**src/rtl/seq_gen_pkg.sv**
```systemverilog
// Shared definitions for the serial pattern transmitter: Gray-coded FSM states,
// the default pattern and the even-parity helper used by SEQ_GEN_PARITY_EN builds.
package seq_gen_pkg;

  typedef enum logic [1:0] {
    StIdle   = 2'b00,
    StShift  = 2'b01,
    StParity = 2'b11,
    StDone   = 2'b10
  } state_e;

  localparam logic [3:0] DEFAULT_PATTERN = 4'b1011;

  // Even parity bit: set when the word holds an odd number of ones.
  function automatic logic even_parity(input logic [31:0] v);
    return ^v;
  endfunction

endpackage

```
**src/rtl/seq_gen_shifter.sv**
```systemverilog
// Pattern shift register for sequence_generator: load, shift-left, reload from the
// latched pattern, MSB out, plus the even parity of the latched pattern.
module seq_gen_shifter
  import seq_gen_pkg::*;
#(
  parameter int unsigned PAT_W = 4
) (
  input  logic             clk,
  input  logic             rstn,
  input  logic             i_load,
  input  logic             i_shift,
  input  logic             i_reload,
  input  logic [PAT_W-1:0] i_pattern,
  output logic             o_msb,
  output logic             o_parity
);

  logic [PAT_W-1:0] r_shift;
  logic [PAT_W-1:0] r_latch;

  // Load wins over reload/shift; reload and shift are mutually exclusive by construction.
  always_ff @(posedge clk) begin
    if (!rstn) begin
      r_shift <= '0;
      r_latch <= '0;
    end else if (i_load) begin
      r_shift <= i_pattern;
      r_latch <= i_pattern;
    end else if (i_reload) begin
      r_shift <= r_latch;
    end else if (i_shift) begin
      r_shift <= {r_shift[PAT_W-2:0], 1'b0};
    end
  end

  assign o_msb    = r_shift[PAT_W-1];
  assign o_parity = even_parity(32'(r_latch));

endmodule

```
**src/rtl/sequence_generator.sv**
```systemverilog
// Serial pattern transmitter, MSB first, with repeat count and tx_en pacing.
// Define SEQ_GEN_PARITY_EN to append an even-parity bit after every repetition.
module sequence_generator
  import seq_gen_pkg::*;
#(
  parameter int unsigned PAT_W = 4,
  parameter int unsigned CNT_W = 4
) (
  input  logic             clk,
  input  logic             rstn,
  input  logic             i_start_valid,
  output logic             o_start_ready,
  input  logic [PAT_W-1:0] i_pattern,
  input  logic [CNT_W-1:0] i_repeat_cnt,
  input  logic             i_tx_en,
  output logic             o_seq_out,
  output logic             o_seq_valid,
  output logic             o_busy,
  output logic             o_done
);

  localparam int unsigned    BCW      = (PAT_W > 1) ? $clog2(PAT_W) : 1;
  localparam logic [BCW-1:0] LAST_IDX = BCW'(PAT_W - 1);

  state_e           r_state;
  logic [BCW-1:0]   r_bit_cnt;
  logic [CNT_W-1:0] r_rep_cnt;

  logic w_load;
  logic w_adv;
  logic w_last;
  logic w_more;
  logic w_shift;
  logic w_reload;
  logic w_msb;
  logic w_parity;

  assign w_load  = (r_state == StIdle) && i_start_valid;
  assign w_adv   = (r_state == StShift) && i_tx_en;
  assign w_last  = (r_bit_cnt == '0);
  assign w_more  = (r_rep_cnt != '0);
  assign w_shift = w_adv && !w_last;
`ifdef SEQ_GEN_PARITY_EN
  assign w_reload = (r_state == StParity) && i_tx_en && w_more;
`else
  assign w_reload = w_adv && w_last && w_more;
`endif

  seq_gen_shifter #(
    .PAT_W (PAT_W)
  ) u_shifter (
    .clk       (clk),
    .rstn      (rstn),
    .i_load    (w_load),
    .i_shift   (w_shift),
    .i_reload  (w_reload),
    .i_pattern (i_pattern),
    .o_msb     (w_msb),
    .o_parity  (w_parity)
  );

  always_ff @(posedge clk) begin
    if (!rstn) begin
      r_state   <= StIdle;
      r_bit_cnt <= '0;
      r_rep_cnt <= '0;
    end else begin
      case (r_state)
        StIdle: begin
          if (i_start_valid) begin
            r_state   <= StShift;
            r_bit_cnt <= LAST_IDX;
            r_rep_cnt <= i_repeat_cnt;
          end
        end
        StShift: begin
          if (i_tx_en) begin
            if (!w_last) begin
              r_bit_cnt <= r_bit_cnt - 1'b1;
            end else begin
`ifdef SEQ_GEN_PARITY_EN
              r_state <= StParity;
`else
              if (w_more) begin
                r_rep_cnt <= r_rep_cnt - 1'b1;
                r_bit_cnt <= LAST_IDX;
              end else begin
                r_state <= StDone;
              end
`endif
            end
          end
        end
`ifdef SEQ_GEN_PARITY_EN
        StParity: begin
          if (i_tx_en) begin
            if (w_more) begin
              r_rep_cnt <= r_rep_cnt - 1'b1;
              r_bit_cnt <= LAST_IDX;
              r_state   <= StShift;
            end else begin
              r_state <= StDone;
            end
          end
        end
`endif
        StDone:  r_state <= StIdle;
        default: r_state <= StIdle;
      endcase
    end
  end

  // Outputs decode registered state only; no input reaches an output combinationally.
  assign o_start_ready = (r_state == StIdle);
  assign o_busy        = (r_state != StIdle);
  assign o_done        = (r_state == StDone);
`ifdef SEQ_GEN_PARITY_EN
  assign o_seq_valid = (r_state == StShift) || (r_state == StParity);
  assign o_seq_out   = (r_state == StShift)  ? w_msb    :
                       (r_state == StParity) ? w_parity : 1'b0;
`else
  logic w_unused_parity;
  assign w_unused_parity = w_parity;
  assign o_seq_valid     = (r_state == StShift);
  assign o_seq_out       = (r_state == StShift) && w_msb;
`endif

endmodule

```
**config.mk**
```make
export PLATFORM = sky130hd
export DESIGN_NAME = sequence_generator
export DESIGN_NICKNAME = d
export VERILOG_FILES = /design/src/rtl/seq_gen_pkg.sv /design/src/rtl/seq_gen_shifter.sv /design/src/rtl/sequence_generator.sv
export SDC_FILE = /design/constraint.sdc
export NUM_CORES = 1
export LEC_CHECK = 0
export CAP_MARGIN = 20
export CORE_UTILIZATION = 50
export DETAILED_ROUTE_END_ITERATION = 6
export PLACE_DENSITY = 0.77
export REMOVE_ABC_BUFFERS = 1
export SETUP_SLACK_MARGIN = 0.15
export SLEW_MARGIN = 5
export SYNTH_ARGS = -nofsm -noshare
export SYNTH_HDL_FRONTEND = slang
export SYNTH_SLANG_ARGS = --single-unit
```
**constraint.sdc**
```tcl
create_clock -name clk -period 2.1 [get_ports clk]
set_input_delay 0.315 -clock clk [delete_from_list [all_inputs] [get_ports clk]]
set_output_delay 0.315 -clock clk [all_outputs]
set_load 0.01 [all_outputs]
```
# After elaboration in Yosys (flattened, before gate mapping)
# Index checks and enable logic that the tools add are counted.
[totals]
in_bits = 12
elab_cells = 49
ff_bits = 16
out_inout_bits = 5
[op_classes]
eq_ne = 8
n_addsub = 2
reduce_logical = 16
n_mux = 18
[op_table]
columns = ["cell", "n"]
rows = [
  ["two-way mux 4 bit", 7],
  ["two-way mux 2 bit", 8],
  ["case mux 2 bit (2 select lines)", 2],
  ["case mux 4 bit (2 select lines)", 1],
  ["AND reduction 4 bit", 2],
  ["logical AND 1 bit", 6],
  ["!= test 2 bit (second input constant)", 3],
  ["AND reduction 5 bit", 1],
  ["zero test 2 bit", 2],
  ["!= test 2 x 1 -> 1 bit (second input constant)", 2],
  ["nonzero test 2 bit", 2],
  ["nonzero test 4 bit", 1],
  ["subtractor 4 x 1 -> 4 bit (second input constant)", 1],
  ["!= test 3 x 2 -> 1 bit (second input constant)", 1],
  ["nonzero test 3 bit", 1],
  ["equality test 2 x 1 -> 1 bit (second input constant)", 1],
  ["equality test 2 bit (second input constant)", 1],
  ["subtractor 2 x 1 -> 2 bit (second input constant)", 1],
  ["zero test 1 bit", 1],
]

# Logic depth before layout (Yosys ltp)
# Gate-level depths: netlist (run 1).
[logic_depth]
ltp_word = 6
depth_mapped = 7
mapped_depth_nobuf = 6

# Cells and area by module
# A second synthesis (run 1) with hierarchy kept.
[hier_totals]
hier_cells = 104
area_unflattened_um2 = 944.7
[modules_own_cells]
columns = ["mod", "n_inst", "area_each_um2", "seq_area_each_um2", "cells_each"]
rows = [
  ["sequence_generator", 1, 550.5, 160.2, 59],
  ["seq_gen_shifter", 1, 394.1, 160.2, 45],
]

# Worst setup path after synthesis (run 1)
# No wires, ideal clock.
[synth_path]
path_type = "flip-flop to flip-flop"
startpoint = "register r_rep_cnt[0]"
endpoint = "register u_shifter.r_shift[2]"
arrival_time_ns = 1.473
required_time_ns = 2.005
path_buffers = 1
stages_incl_launch_ff = 8
period_less_slack_ns = 1.569
setup_ns = 0.095
slack_ns = 0.531
path_cell_list = "dfxtp_1 inv_1 ha_1 nor3b_4 or2_0 buf_2 mux2i_1 a221oi_1"
[synth_between]
elab_chain_cells = 4
word_cells_on_any_way = 5
classes_between = "mux (2); reduce/logical (3)"
[synth_rtl]
columns = ["item", "line_no", "source"]
rows = [
  ["start: declaration", "sequence_generator.sv:27", "logic [CNT_W-1:0] r_rep_cnt;"],
  ["start signal: assignment", "sequence_generator.sv:73", "r_rep_cnt <= i_repeat_cnt;"],
  ["start signal: assignment", "sequence_generator.sv:85", "r_rep_cnt <= r_rep_cnt - 1'b1;"],
  ["nonzero test 4 bit (*)", "sequence_generator.sv:41", "assign w_more = (r_rep_cnt != '0);"],
  ["logical AND 1 bit (*)", "sequence_generator.sv:46", "assign w_reload = w_adv && w_last && w_more;"],
  ["two-way mux 4 bit", "seq_gen_shifter.sv:29", "end else if (i_reload) begin"],
  ["two-way mux 4 bit", "seq_gen_shifter.sv:26", "end else if (i_load) begin"],
  ["end signal: assignment", "seq_gen_shifter.sv:27", "r_shift <= i_pattern;"],
  ["end signal: assignment", "seq_gen_shifter.sv:30", "r_shift <= r_latch;"],
  ["end signal: assignment", "seq_gen_shifter.sv:32", "r_shift <= {r_shift[PAT_W-2:0], 1'b0};"],
  ["end: declaration", "seq_gen_shifter.sv:18", "logic [PAT_W-1:0] r_shift;"],
]
# Every way passes the cells marked *; elsewhere a longest branch is shown, timed or not.
# A chain may end at the register's enable or synchronous reset.

# Final worst setup path (run 1)
[layout_path]
startpoint = "register r_state[1]"
endpoint = "output port o_seq_valid"
[layout_between]
elab_chain_cells = 1
[layout_rtl]
columns = ["item", "line_no", "source"]
rows = [
  ["start: declaration", "sequence_generator.sv:25", "state_e r_state;"],
  ["start signal: assignment", "sequence_generator.sv:64", "r_state <= StIdle;"],
  ["start signal: assignment", "sequence_generator.sv:71", "r_state <= StShift;"],
  ["start signal: assignment", "sequence_generator.sv:88", "r_state <= StDone;"],
  ["equality test 2 x 1 -> 1 bit", "sequence_generator.sv:124", "assign o_seq_valid = (r_state == StShift);"],
  ["end: declaration", "sequence_generator.sv:17", "output logic o_seq_valid,"],
]
# No other way between the ends.

==> results.txt, run 1 <==
Top FF cell, synth -> dfxtp_1
vias in the first global route -> 755
Psw -> 0.256 mW
layout net count -> 142
CP Capture Type -> primary output
global placer's final weighted congestion -> 0.787
CP required -> 1780 ps
Initial DRC Count -> 21
total track usage -> 0.222
Post-synth EDFFs -> 0
share of post-route cells with drive strength above 1 -> 0.175
Slew HR -> 0.666
setup TNS -> 0 ps
synthesized flop and latch total -> 16
clock buffer depth -> 2
WS Path Type -> reg2out
wirelength, routed -> 1980 um
first-pass GRT wire length -> 3170 um
Chip Width -> 44.4 um
die area -> 1970 um^2
number of antenna violations at the first check in global routing -> 0
sw frac -> 0.313
largest net degree at the start of global routing -> 15
first-pass detailed-route iteration total -> 4
Async S/R FF share, synth -> 0
clock power share -> 0.258
crit path time final -> 1880 ps
IO Port Bufs -> 16
worst vdd ir -> 0.473 mV
Final Util -> 0.715
Critical Path AT -> 1570 ps
FMAX -> 531 MHz
Seq pwr share -> 0.437
TritonCTS clock tree -> done
Tcrit/Tclk final -> 0.897
worst slew pin tran -> 500 ps
P&R area growth vs syn -> 27.1%
via total after detailed routing -> 816
die height -> 44.4 um
startpoint type of the worst setup path -> register
worst hold path class -> reg2reg
Int Power -> 0.564 mW
Antenna Cells -> 0
synthesized instance count -> 104
CTS sink cnt -> 16
row cnt -> 14
Worst-Skew Late Latency -> 300 ps
initial core utilization -> 0.563
hold_buf cts -> 0
yosys warns -> 0
Num CTS Buffers -> 3
final setup vio count -> 0
Max FO, Critical Path -> 9
Final HPWL DP -> 1400 um
routed vias/inst -> 5.44
Max-Cap Viols -> 0
Clock transition at path regs -> 100 ps
Final Max Slew Viols -> 0
Fin. Hold Viols -> 0
grt total ovfl -> 0
sequential area share after synthesis -> 0.357
Avg Cell Area, Syn -> 8.63 um^2
Syn Std Cell Area -> 897 um^2
Root Buffer -> clkbuf_4
LEAKAGE -> 0.458 nW
Residual DRC -> 0
Core ar. -> 1590 um^2
Combinational Power Share -> 0.306
io pins -> 17
status -> complete, no violations
antenna-violating nets left -> 0
Synth cell types -> 40
Setup Skew -> 11.0 ps
RSZ-0062 raised after global routing -> no
Avg WL per Cell -> 13.2 um
power density cells -> 720 nW/um^2
H-tree Lvls -> 1
==> power groups by stage <==
stage                     combinational (mW)  clock, mW  sequential [mW]
final                                  0.251      0.211            0.359
after global placement                 0.229          0            0.363
after CTS                              0.239      0.212            0.358
after floorplan                        0.157          0            0.358
after global routing                   0.276      0.224            0.362
after detailed placement               0.236          0            0.364
==> final cells by class <==
| type | instances | area, um^2 |
|---|---|---|
| multi-input combinational | 73 | 500 |
| fill | 129 | 454 |
| sequential | 16 | 323 |
| timing repair buffer | 23 | 213 |
| inverter | 10 | 37.5 |
| clock buffer | 4 | 36.3 |
| tap | 24 | 30.0 |
==> stage by stage <==
| step | hold slack (ps) | std cells | power (mW) | setup slack [ps] | area [um^2] |
|---|---|---|---|---|---|
| after floorplan | 427 | 99 | 0.515 | 533 | 858 |
| after global placement | 442 | 142 | 0.592 | 220 | 1070 |
| after detailed placement | 441 | 142 | 0.600 | 179 | 1070 |
| after CTS | 457 | 146 | 0.809 | 154 | 1110 |
| after global routing | 480 | 150 | 0.862 | 165 | 1140 |
| final | 460 | 150 | 0.821 | 217 | 1140 |
==> layout by cell type, fill, tap and decap left out, drive strengths merged, types with 2 or more instances in the layout <==
master / netlist / routed
a221oi: 4 / 4
ha: 3 / 3
a31oi: 2 / 2
a21oi: 9 / 9
o21ai: 7 / 7
dfxtp: 16 / 16
clkdlybuf4s50: 0 / 16
nor3b: 3 / 3
clkbuf: 0 / 4
mux2i: 2 / 2
inv: 10 / 10
nor3: 2 / 2
a32o: 2 / 2
a211oi: 2 / 2
nand2: 14 / 14
nor2: 8 / 8
buf: 5 / 7
==> path summary, 6_finish.rpt <==
check	from	endpoint	slack (ps)	depth (start not counted)
setup / recovery	r_state[1]	o_seq_valid	220	3
hold / removal	u_shifter.r_latch[1]	u_shifter.r_latch[1]	460	2
setup reg to reg	r_rep_cnt[0]	u_shifter.r_shift[1]	300	6
hold reg to reg	u_shifter.r_latch[1]	u_shifter.r_latch[1]	460	2
==> synthesized netlist by cell type, types with 2 or more instances <==
cell	count	area share
a21oi_1	9	0.050
ha_1	3	0.042
nand2_1	14	0.059
a221oi_1	3	0.029
nor2_1	8	0.033
a31oi_1	2	0.014
a32o_1	2	0.022
dfxtp_1	16	0.36
nor3_1	2	0.011
inv_1	9	0.038
o21ai_0	4	0.022
buf_6	2	0.025
o21ai_2	2	0.020
mux2i_1	2	0.022
==> cells by family after synthesis <==
kind of cell | after synthesis | synth area share
multiplexers | 2 | 0.0223
buffers and inverters | 15 | 0.0851
flip-flops | 16 | 0.357
AND/OR/NAND/NOR | 37 | 0.234
adder cells (fa/ha/maj) | 3 | 0.0418
AO/OA/AOI/OAI | 31 | 0.259
==> critical path, stage by stage, from the launching register on <==
cell,delay (ps)
dfxtp_2,380
nand2b_1,200
inv_2,140
clkdlybuf4s50_1,550
==> sequential cells by signal, indices dropped and copies added, names as in the netlist <==
signal / flops
u_shifter.r_latch: 4
u_shifter.r_shift: 4
r_state: 2
r_rep_cnt: 4
r_bit_cnt: 2
==> metal layers <==
| metal | GRT usage | part of all wire | vias up |
|---|---|---|---|
| met5 | 0 | 0 | - |
| met4 | 0.0909 | 0.014 | 0 |
| met3 | 0.0612 | 0.040 | 5 |
| met2 | 0.356 | 0.45 | 16 |
| met1 | 0.281 | 0.50 | 377 |
| li1 | - | - | 418 |
==> repair_timing <==
| item | CTS | global route |
|---|---|---|
| resized for setup | 1 | 1 |
| buffers inserted | 0 | 4 |
| setup endpoints to repair | 1 | 2 |
(Power assumes the default switching activity.)
==> run 2, diff against run 1 <==
--- a/config.mk
+++ b/config.mk
@@ -15,3 +15,4 @@
 export SYNTH_ARGS = -nofsm -noshare
 export SYNTH_HDL_FRONTEND = slang
 export SYNTH_SLANG_ARGS = --single-unit
+export TNS_END_PERCENT = 5
==> results of run 2 <==
Final layout, timing and power as in run 1 (identical DEF).
